**src/rtl/stream_demux_1ton_pkg.sv**
```systemverilog
// +------------------------------------------------------------------+
// | demux_pkg - shared width helper and error counter width          |
// | Rev 1.0                                                          |
// +------------------------------------------------------------------+
`default_nettype none

package demux_pkg;

  localparam int ERR_CNT_W = 16;

  function automatic int sel_width(input int n);
    return (n > 1) ? $clog2(n) : 1;
  endfunction

endpackage

`default_nettype wire

```
**src/rtl/stream_demux_1ton_if.sv**
```systemverilog
// +------------------------------------------------------------------+
// | stream_demux_1ton_if - producer/consumer bundle of the 1:N demux |
// | Rev 1.0                                                          |
// +------------------------------------------------------------------+
`default_nettype none

interface stream_demux_1ton_if
  import demux_pkg::*;
#(
  parameter int N     = 4,
  parameter int W     = 8,
  parameter int SEL_W = sel_width(N)
);

  logic                 in_valid;
  logic                 in_ready;
  logic [W-1:0]         in_data;
  logic [SEL_W-1:0]     in_sel;
  logic [N-1:0]         out_valid;
  logic [N-1:0]         out_ready;
  logic [N*W-1:0]       out_data;
  logic [ERR_CNT_W-1:0] err_cnt;

  modport master (
    output in_valid, in_data, in_sel, out_ready,
    input  in_ready, out_valid, out_data, err_cnt
  );

  modport slave (
    input  in_valid, in_data, in_sel, out_ready,
    output in_ready, out_valid, out_data, err_cnt
  );

endinterface

`default_nettype wire

```
**src/rtl/stream_demux_1ton_out_reg.sv**
```systemverilog
// +------------------------------------------------------------------+
// | demux_out_reg - one-entry channel register with valid/ready      |
// | Rev 1.0                                                          |
// +------------------------------------------------------------------+
`default_nettype none

module demux_out_reg #(
  parameter int W = 8
) (
  input  wire logic         clk,
  input  wire logic         rst_n,
  input  wire logic         load,
  input  wire logic [W-1:0] din,
  input  wire logic         ready,
  output logic              valid,
  output logic [W-1:0]      dout
);

  // A load is only issued when the slot is empty or draining, so load wins.
  always_ff @(posedge clk) begin
    if (!rst_n) begin
      valid <= 1'b0;
      dout  <= '0;
    end else if (load) begin
      valid <= 1'b1;
      dout  <= din;
    end else if (valid && ready) begin
      valid <= 1'b0;
    end
  end

endmodule

`default_nettype wire

```
**src/rtl/stream_demux_1ton.sv**
```systemverilog
// +------------------------------------------------------------------+
// | stream_demux_1ton - registered 1:N stream demux, per-channel     |
// | backpressure; DEMUX_ERR_CNT_EN enables the dropped-word counter  |
// | Rev 1.0                                                          |
// +------------------------------------------------------------------+
`default_nettype none

module stream_demux_1ton
  import demux_pkg::*;
#(
  parameter int N = 4,
  parameter int W = 8
) (
  input  wire logic          clk,
  input  wire logic          rst_n,
  stream_demux_1ton_if.slave bus
);

  logic         sel_ok;
  logic [N-1:0] hit;
  logic [N-1:0] load;
  logic         accept;

  generate
    if (N > 1) begin : g_range
      assign sel_ok = (int'(bus.in_sel) < N);
    end else begin : g_single
      assign sel_ok = 1'b1;
    end
  endgenerate

  always_comb begin
    hit = '0;
    for (int k = 0; k < N; k++) begin
      hit[k] = sel_ok && ((N == 1) || (int'(bus.in_sel) == k));
    end
  end

  // Only the addressed channel gates the producer; out-of-range words always pass.
  assign bus.in_ready = !sel_ok || (|(hit & (~bus.out_valid | bus.out_ready)));
  assign accept       = bus.in_valid && bus.in_ready;
  assign load         = accept ? hit : '0;

  generate
    for (genvar k = 0; k < N; k++) begin : g_chan
      demux_out_reg #(.W(W)) u_out_reg (
        .clk   (clk),
        .rst_n (rst_n),
        .load  (load[k]),
        .din   (bus.in_data),
        .ready (bus.out_ready[k]),
        .valid (bus.out_valid[k]),
        .dout  (bus.out_data[k*W +: W])
      );
    end
  endgenerate

`ifdef DEMUX_ERR_CNT_EN
  logic [ERR_CNT_W-1:0] err_count;

  always_ff @(posedge clk) begin
    if (!rst_n) begin
      err_count <= '0;
    end else if (accept && !sel_ok && (err_count != {ERR_CNT_W{1'b1}})) begin
      err_count <= err_count + 1'b1;
    end
  end

  assign bus.err_cnt = err_count;
`else
  assign bus.err_cnt = '0;
`endif

endmodule

`default_nettype wire

```
**src/flat_wrapper.sv**
```systemverilog
// flat-port wrapper written by rule: the top's interface ports become plain ports
module stream_demux_1ton_flat import demux_pkg::*;
#(
  parameter int N = 4,
  parameter int W = 8
)
  (clk, rst_n, bus_in_valid, bus_in_data, bus_in_sel, bus_out_ready, bus_in_ready, bus_out_valid, bus_out_data, bus_err_cnt);
  stream_demux_1ton_if #(.N(N), .W(W)) bus_i ();
  input  wire logic clk;
  input  wire logic rst_n;
  input wire logic [$bits(bus_i.in_valid)-1:0] bus_in_valid;
  input wire logic [$bits(bus_i.in_data)-1:0] bus_in_data;
  input wire logic [$bits(bus_i.in_sel)-1:0] bus_in_sel;
  input wire logic [$bits(bus_i.out_ready)-1:0] bus_out_ready;
  output wire logic [$bits(bus_i.in_ready)-1:0] bus_in_ready;
  output wire logic [$bits(bus_i.out_valid)-1:0] bus_out_valid;
  output wire logic [$bits(bus_i.out_data)-1:0] bus_out_data;
  output wire logic [$bits(bus_i.err_cnt)-1:0] bus_err_cnt;
  assign bus_i.in_valid = bus_in_valid;
  assign bus_i.in_data = bus_in_data;
  assign bus_i.in_sel = bus_in_sel;
  assign bus_i.out_ready = bus_out_ready;
  assign bus_in_ready = bus_i.in_ready;
  assign bus_out_valid = bus_i.out_valid;
  assign bus_out_data = bus_i.out_data;
  assign bus_err_cnt = bus_i.err_cnt;
  stream_demux_1ton #(.N(N), .W(W)) u_core (.clk(clk), .rst_n(rst_n), .bus(bus_i));
endmodule
```
**config.mk**
```make
export PLATFORM = sky130hd
export DESIGN_NAME = stream_demux_1ton_flat
export DESIGN_NICKNAME = d
export VERILOG_FILES = /design/src/rtl/stream_demux_1ton_pkg.sv /design/src/rtl/stream_demux_1ton_if.sv /design/src/rtl/stream_demux_1ton_out_reg.sv /design/src/rtl/stream_demux_1ton.sv /design/src/flat_wrapper.sv
export SDC_FILE = /design/constraint.sdc
export NUM_CORES = 1
export LEC_CHECK = 0
export BUFFER_PORTS_ARGS = -buffer_cell sky130_fd_sc_hd__buf_2
export CORE_MARGIN = 2
export CORE_UTILIZATION = 41
export CTS_CLUSTER_SIZE = 10
export DETAILED_ROUTE_END_ITERATION = 8
export PLACE_DENSITY_LB_ADDON = 0.1
export SLEW_MARGIN = 20
export SYNTH_ARGS = -nofsm -noshare
export SYNTH_HDL_FRONTEND = slang
export SYNTH_SLANG_ARGS = --single-unit
```
**constraint.sdc**
```tcl
create_clock -name clk -period 1.2 [get_ports clk]
set_clock_uncertainty 0.1 [all_clocks]
set_input_delay 0.3 -clock clk [delete_from_list [all_inputs] [get_ports clk]]
set_output_delay 0.3 -clock clk [all_outputs]
set_load 0.01 [all_outputs]
```
[After elaboration in Yosys (flattened, before gate mapping)]
Cells that the tools add are included.
Word-level totals
  output and inout bits: 53
  logic and storage cells: 34
  flip-flop bits (word level): 36
Cells by class
  bitwise logic cells: 3
  mux-type cells: 9
  reduce and logical (&&, ||, !) cells: 11
  eq/ne operators: 3
Operators by type and width (number)
  $mux W1: 8
  $reduce_bool A2 Y1: 4
  $logic_and A1 B1 Y1: 5
  $and A4 B4 Y4: 1
  $eq A2 B2 Y1 const B: 2
  $mux W4: 1
  $not A4 Y4: 1
  $or A4 B4 Y4: 1
  $reduce_or A4 Y1: 1
  $eq A2 B1 Y1 const B: 1
  $logic_not A2 Y1: 1

[Longest topological paths before layout]
Gate-level depths: netlist (run 1).
  depth in word-level cells: 7
  mapped depth: 4
  gate-level depth less buffers: 3

[Modules after synthesis]
From an unflattened synthesis (run 1), not the netlist that was laid out.
Second synthesis, totals
  cell total of the unflattened synthesis: 138
  area total of the unflattened synthesis: 1566.5 µm²
Modules (own cells, without submodules)
  demux_out_reg: instances 4, cells an instance 28, area an instance 335.3 µm²
  stream_demux_1ton: instances 1, cells an instance 26, area an instance 225.2 µm²

[Worst setup path after synthesis (run 1)]
OpenSTA, ideal clock, no wires.
  kind: in2out
  start point: in bus_out_ready[3]
  end point: out bus_in_ready
  required time: 0.800 ns
  setup slack: -0.135 ns
  data arrival time: 0.935 ns
  stages on the path: 2
  cell sequence: nand2b_1 -> mux4_2
On the way
  word-level cells in the longest chain between the ends: 3
Ends and longest elaborated chain
  start: declaration: RTL line flat_wrapper.sv:14  | input wire logic [$bits(bus_i.out_ready)-1:0] bus_out_ready;
  $or A4 B4 Y4: RTL line stream_demux_1ton.sv:40  | assign bus.in_ready = !sel_ok || (|(hit & (~bus.out_valid | bus.out_ready)));
  $and A4 B4 Y4: RTL line stream_demux_1ton.sv:40
  $reduce_or A4 Y1: RTL line stream_demux_1ton.sv:40
  end: declaration: RTL line flat_wrapper.sv:15  | output wire logic [$bits(bus_i.in_ready)-1:0] bus_in_ready;
Every way passes these cells.

[Worst setup path after layout (run 1)]
  start point: reg u_core.g_chan[3].u_out_reg.valid
  end point: out bus_in_ready
On the way
  word-level cells in the longest chain between the ends: 4
Ends and longest elaborated chain
  start: declaration: RTL line stream_demux_1ton_out_reg.sv:15  | output logic valid,
  start signal: assignment: RTL line stream_demux_1ton_out_reg.sv:22  | valid <= 1'b0;
  start signal: assignment: RTL line stream_demux_1ton_out_reg.sv:25  | valid <= 1'b1;
  start signal: assignment: RTL line stream_demux_1ton_out_reg.sv:28  | valid <= 1'b0;
  $not A4 Y4: RTL line stream_demux_1ton.sv:40
  $or A4 B4 Y4: RTL line stream_demux_1ton.sv:40
  $and A4 B4 Y4: RTL line stream_demux_1ton.sv:40
  $reduce_or A4 Y1: RTL line stream_demux_1ton.sv:40
Every way passes these cells.

==> results.toml, run 1 <==
[routing]
vias = 1184
viasPerCell = 4.50
route.detailed.drc = 0
drt-pass1-iter-count = 3
wl_per_cell_um = 12.1
wl_um = 3180
dr.first_iter.drc_count = 35
ant_nets = 0

[timing]
fin_tns_setup_ps = -820
fin_ws_ps = -488
fin_hold_ws_ps = 240
rsz0062_at_grt = "true"
hold_violations = 0
drv_slew = 0
final-setup-viol-count = 15
layout_min_cycle_time_ps = 1690
finalCritPeriodShare_pct = 141
fmax_ghz = 0.592

[cts]
cts_hold_buf = 0
cts_htree_levels = 2
clockBufferDepth = 2
worstSkewPairLatency_ps = 280
root_buffer = "clkbuf_8"
cts_tree = "built"
cts_num_sinks = 36
cts.clk_slew.worst_paths_ps = 70
numCtsBuffers = 5

[yosys]
syn_inst = 156
synth_edf_count = 0
synth_largest_area_cell = "dfxtp_1"
synthMostInstantiatedCell = "nand2_1"
synth_cell_types = 18
syn_area_um2 = 1540
synth-compound-area-share_pct = 1.94
netlist.area_leader.share_pct = 46.7
synth-main-ff-cell = "dfxtp_1"
ys_warn_count = 0
synth_xor_area_share_pct = 0
synth_adder_area_share_pct = 0
syn_avg_cell_area_um2 = 9.90
synth_seq_cells = 36
synth_top_family_by_area = "multiplexers"
synthTopCellsByArea = "dfxtp_1 (47%), mux2i_1 (21%), buf_4 (10%)"
synthArstFlopShare_pct = 0
yosys-top-cells-count = "nand2_1 (42), dfxtp_1 (36), mux2i_1 (32), buf_4 (21), nand2b_1 (4)"
yosysSeqAreaShare_pct = 46.7
synth.area.mux_share_pct = 22.2
synth-simple-area-share_pct = 15.1

[outcome]
status = "finished, violations left"
violations = "setup timing"

[power]
vdd_ir_drop_max_mv = 0.728
power_frac_clock_pct = 33.6
netSwitchingFraction_pct = 24.6
p_switching_mw = 0.577
power_density_nw_per_um2 = 1170
p_int_mw = 1.77
p_leak_nw = 0.980
seqPwrFrac_pct = 53.8
power_frac_comb_pct = 12.6

[critical_path]
reg2regPathDepth = 6
cp_max_fo = 2
worstReg2RegStart = "u_core.g_chan[3].u_out_reg.valid"
crit_end = "bus_in_ready"
worstPathRequired_ps = 800
crit_type = "register to output port"
startpoint = "u_core.g_chan[3].u_out_reg.valid"
cp.arrival_ps = 1290
regToRegSetupSlack_ps = -40
startpoint_type = "register"
worstSetupEndpointType = "output port"
reg2reg_to = "u_core.g_chan[3].u_out_reg.dout[1]"

[min_path]
hp-class = "input pin to register"
holdPathStages = 3

[layout]
syn_to_final_growth_pct = 29.7
fin_cells = 263
fill_cells = 352
seq_area_um2 = 731
diodes = 0
drive_gt1_share_pct = 41.4
multi_input_area_um2 = 714
final_util_pct = 55.1
final_nets = 232

[global_routing]
grt_pass1_wl_um = 5130
grt_pass1_vias = 1118
grt_max_degree = 45
grt_util_all_layers_pct = 16.2
antenna_found_initial = 0
overflow = 0

[floorplanning]
die-area_um2 = 4270
core_area_um2 = 3630
fp.dieH_um = 65.4
rows = 22
io_pins = 70
dieWidth_um = 65.4
start_util_pct = 42.5

[placement]
io_buffers = 53
dp_hpwl_um = 2290
dp_slack_ps = -341
dp.cells = 255
gp_congestion = 0.739

[job]
maxCapViolCount = 0
-- cell usage in the layout, fill, tap and decap left out, drive strengths merged --
master and instances:
dfxtp 36, and3 1, nand2 42, mux4 1
mux2i 32, nand3b 1, nand3 1, clkinv 1
conb 16, clkbuf 6, nor2b 3, nand2b 4
nor3 1, buf 66, o21a 1, a21boi 3
-- routing by layer --
metal  routed length, um  global-route usage, %  part of all wire, %
met1                1320                   18.0                   41
met4                  60                   7.55                  1.9
met5                   0                      0                    0
met3                 233                   7.02                  7.3
met2                1570                   26.7                   49
-- logic make-up after synthesis --
kind of cell / count (synthesis)
AO/OA/AOI/OAI: 4
AND/OR/NAND/NOR: 53
other: 1
flip-flops: 36
multiplexers: 33
buffers and inverters: 29
-- worst min-delay path by stage --
stage	from	end	slack (ps)
3_3_place_gp	u_core.g_chan[1].u_out_reg.dout[7]	u_core.g_chan[1].u_out_reg.dout[7]	340
6_report	bus_out_ready[0]	u_core.g_chan[0].u_out_reg.valid	240
2_1_floorplan	bus_in_sel[0]	u_core.g_chan[1].u_out_reg.valid	350
5_1_grt	bus_in_data[1]	u_core.g_chan[3].u_out_reg.dout[1]	250
4_1_cts	bus_out_ready[0]	u_core.g_chan[0].u_out_reg.valid	240
3_5_place_dp	u_core.g_chan[2].u_out_reg.dout[0]	u_core.g_chan[2].u_out_reg.dout[0]	340
-- through the flow --
step / cell area [um^2] / total power, mW
after floorplan: 1620 / 1.50
after global placement: 1840 / 1.56
after detailed placement: 1840 / 1.57
after CTS: 1960 / 2.37
after global routing: 2000 / 2.48
final: 2000 / 2.35
-- power groups by stage --
| stage | sequential [mW] | combinational (mW) | clock [mW] |
|---|---|---|---|
| floorplan | 1.30 | 0.195 | 0 |
| global placement | 1.29 | 0.274 | 0 |
| detailed placement | 1.29 | 0.280 | 0 |
| CTS | 1.26 | 0.290 | 0.819 |
| global route | 1.27 | 0.325 | 0.885 |
| finish | 1.26 | 0.296 | 0.789 |
-- critical path, stage by stage (launching register included) --
cell	delay, ps
dfxtp_2	350
nand2b_4	50
mux4_2	470
buf_6	140
-- flip-flops by register name, summed over array words and instances, names as in the netlist --
| name | flops |
|---|---|
| u_core.g_chan.u_out_reg.valid | 4 |
| u_core.g_chan.u_out_reg.dout | 32 |
-- what timing repair did --
item                       in CTS  in global routing
setup buffers                   0                  2
gates resized for setup        12                 12
setup endpoints to repair      22                 25
pin swaps                       1                  0
-- area by class of cell --
cell class                      instances  area share, %
Sequential cell                        36           36.5
Multi-Input combinational cell        106           35.7
Clock inverter                          1          0.250
Tap cell                               48           3.00
Timing Repair Buffer                   66           21.0
Clock buffer                            6           3.62
(Power assumes the default switching activity.)
==> run 2: changes to the inputs <==
CELL_PAD_IN_SITES_DETAIL_PLACEMENT = 1   (was unset)
CELL_PAD_IN_SITES_GLOBAL_PLACEMENT = 1   (was unset)
CORE_UTILIZATION = 30   (was 41)
==> run 2 against run 1 <==
  * Largest cell class unchanged
  * The flow still finishes with violations (setup timing)
  * Total power increased by 12%
  * Die area increased by 34%
  * Global-route usage decreased by 2.6 points
  * Sequential power about the same
  * Cell area increased by 6.5%
  * Setup slack got worse by 23 ps
  * Via count increased by 2.0%
  * Core utilization decreased by 13 points
  * Sequential cell count unchanged
  * Combinational power increased by 6%
==> results.toml, run 2 (same netlist as run 1, synthesis figures left out) <==
[layout]
largest_register = "u_core.g_chan.u_out_reg.dout"
final_cell_mix = "buf_2 (51), nand2_1 (42), mux2i_1 (31)"
layout.cells.most_common = "buf_2"
diodes = 0
largestRegisters = "u_core.g_chan.u_out_reg.dout (32), u_core.g_chan.u_out_reg.valid (4)"
finish.instance_area_um2 = 2130
syn_to_final_growth_pct = 38.2
drive_gt1_share_pct = 52.5
final_nets = 235
fill_cells = 607
largest_reg_flops = 32

[timing]
rsz0062_at_grt = "true"
fin_tns_setup_ps = -1240
fin_ws_ps = -511
layout_min_cycle_time_ps = 1710
hold_violations = 0
drv_slew = 0
final-setup-viol-count = 19
fmax_ghz = 0.585
finalCritPeriodShare_pct = 143

[routing]
dr.first_iter.drc_count = 29
drt-pass1-iter-count = 3
wl_per_cell_um = 12.8
route.detailed.drc = 0
wl_um = 3700
vias = 1208
ant_nets = 0
viasPerCell = 4.18

[floorplanning]
fp.dieH_um = 75.7
rows = 26
core_area_um2 = 5040
dieWidth_um = 75.7
io_pins = 70
die-area_um2 = 5740
start_util_pct = 30.6

[critical_path]
cp_max_fo = 2
crit_type = "register to output port"
startpoint_type = "register"
worstSetupEndpointType = "output port"
worstPathRequired_ps = 800
reg2regPathDepth = 5
cp.arrival_ps = 1310
regToRegSetupSlack_ps = -100

[global_routing]
grt_pass1_vias = 1172
overflow = 0
grt_pass1_wl_um = 5670
grt_max_degree = 27
grtUsageMet2_pct = 22.0
gr-usage-met1_pct = 16.6
antenna_found_initial = 0
grtUsageMet3_pct = 4.50
grt_util_all_layers_pct = 13.6
busiest_layer = "met2"

[outcome]
violations = "setup timing"
status = "finished, violations left"

[cts]
worstSkewPairLatency_ps = 290
cts.clk_slew.worst_paths_ps = 80
cts_num_sinks = 36
cts_hold_buf = 0
numCtsBuffers = 5
cts_htree_levels = 2
clockBufferDepth = 2
cts_tree = "built"
root_buffer = "clkbuf_8"

[placement]
io_buffers = 53
dp_hpwl_um = 2810
dp_slack_ps = -331
gp_congestion = 0.694
dpl_cell_area_um2 = 1900

[power]
p_leak_nw = 1.03
totalPowerFinal_mw = 2.63
vdd_ir_drop_max_mv = 0.663
power_density_nw_per_um2 = 1230

[job]
maxCapViolCount = 0

[min_path]
holdPathStages = 3
hp-class = "input pin to register"
## run 2: critical path: stages, from the launching register on
cell and delay (ps):
dfxtp_2 360, nand2b_4 50, mux4_2 470, buf_6 140
## run 2: metrics by stage
stage | utilization (%) | instances | hold WS (ps)
global placement | 37.6 | 279 | 342
finish | 42.3 | 289 | 236
floorplan | - | 171 | 347
CTS | 41.0 | 288 | 238
detailed placement | 37.6 | 279 | 349
global route | 42.3 | 289 | 242
## run 2: per-layer routing
layer | wire length, um | up-vias
met2 | 1870 | 41
met5 | 0 | -
li1 | - | 592
met1 | 1570 | 573
met4 | 17 | 0
met3 | 236 | 2
## run 2: repair_timing
| item | 4_1_cts | 5_1_grt |
|---|---|---|
| setup endpoints to repair | 29 | 54 |
| pin swaps | 1 | 0 |
| gates resized for setup | 16 | 31 |
| setup buffers | 1 | 1 |
## run 2: final cells by class
type                            count  area, um^2  share of cell area (%)
Timing Repair Buffer               69         460                    21.6
Clock inverter                      3        42.5                    1.99
Sequential cell                    36         756                    35.4
Tap cell                           70        87.6                    4.11
Multi-Input combinational cell    106         718                    33.7
Clock buffer                        5        68.8                    3.23
## run 2: path summary, 6_finish.rpt
kind | startpoint | to
setup reg to reg | u_core.g_chan[2].u_out_reg.valid | u_core.g_chan[2].u_out_reg.dout[5]
hold / removal | bus_in_data[7] | u_core.g_chan[0].u_out_reg.dout[7]
hold reg to reg | u_core.g_chan[0].u_out_reg.dout[4] | u_core.g_chan[0].u_out_reg.dout[4]
setup / recovery | u_core.g_chan[3].u_out_reg.valid | bus_in_ready
## run 2: where the power goes
group	total [mW]	leakage (nW)	switching, mW	internal [mW]
combinational	0.314	0.669	0.167	0.147
clock	1.05	0.0541	0.438	0.614
sequential	1.27	0.306	0.0237	1.24
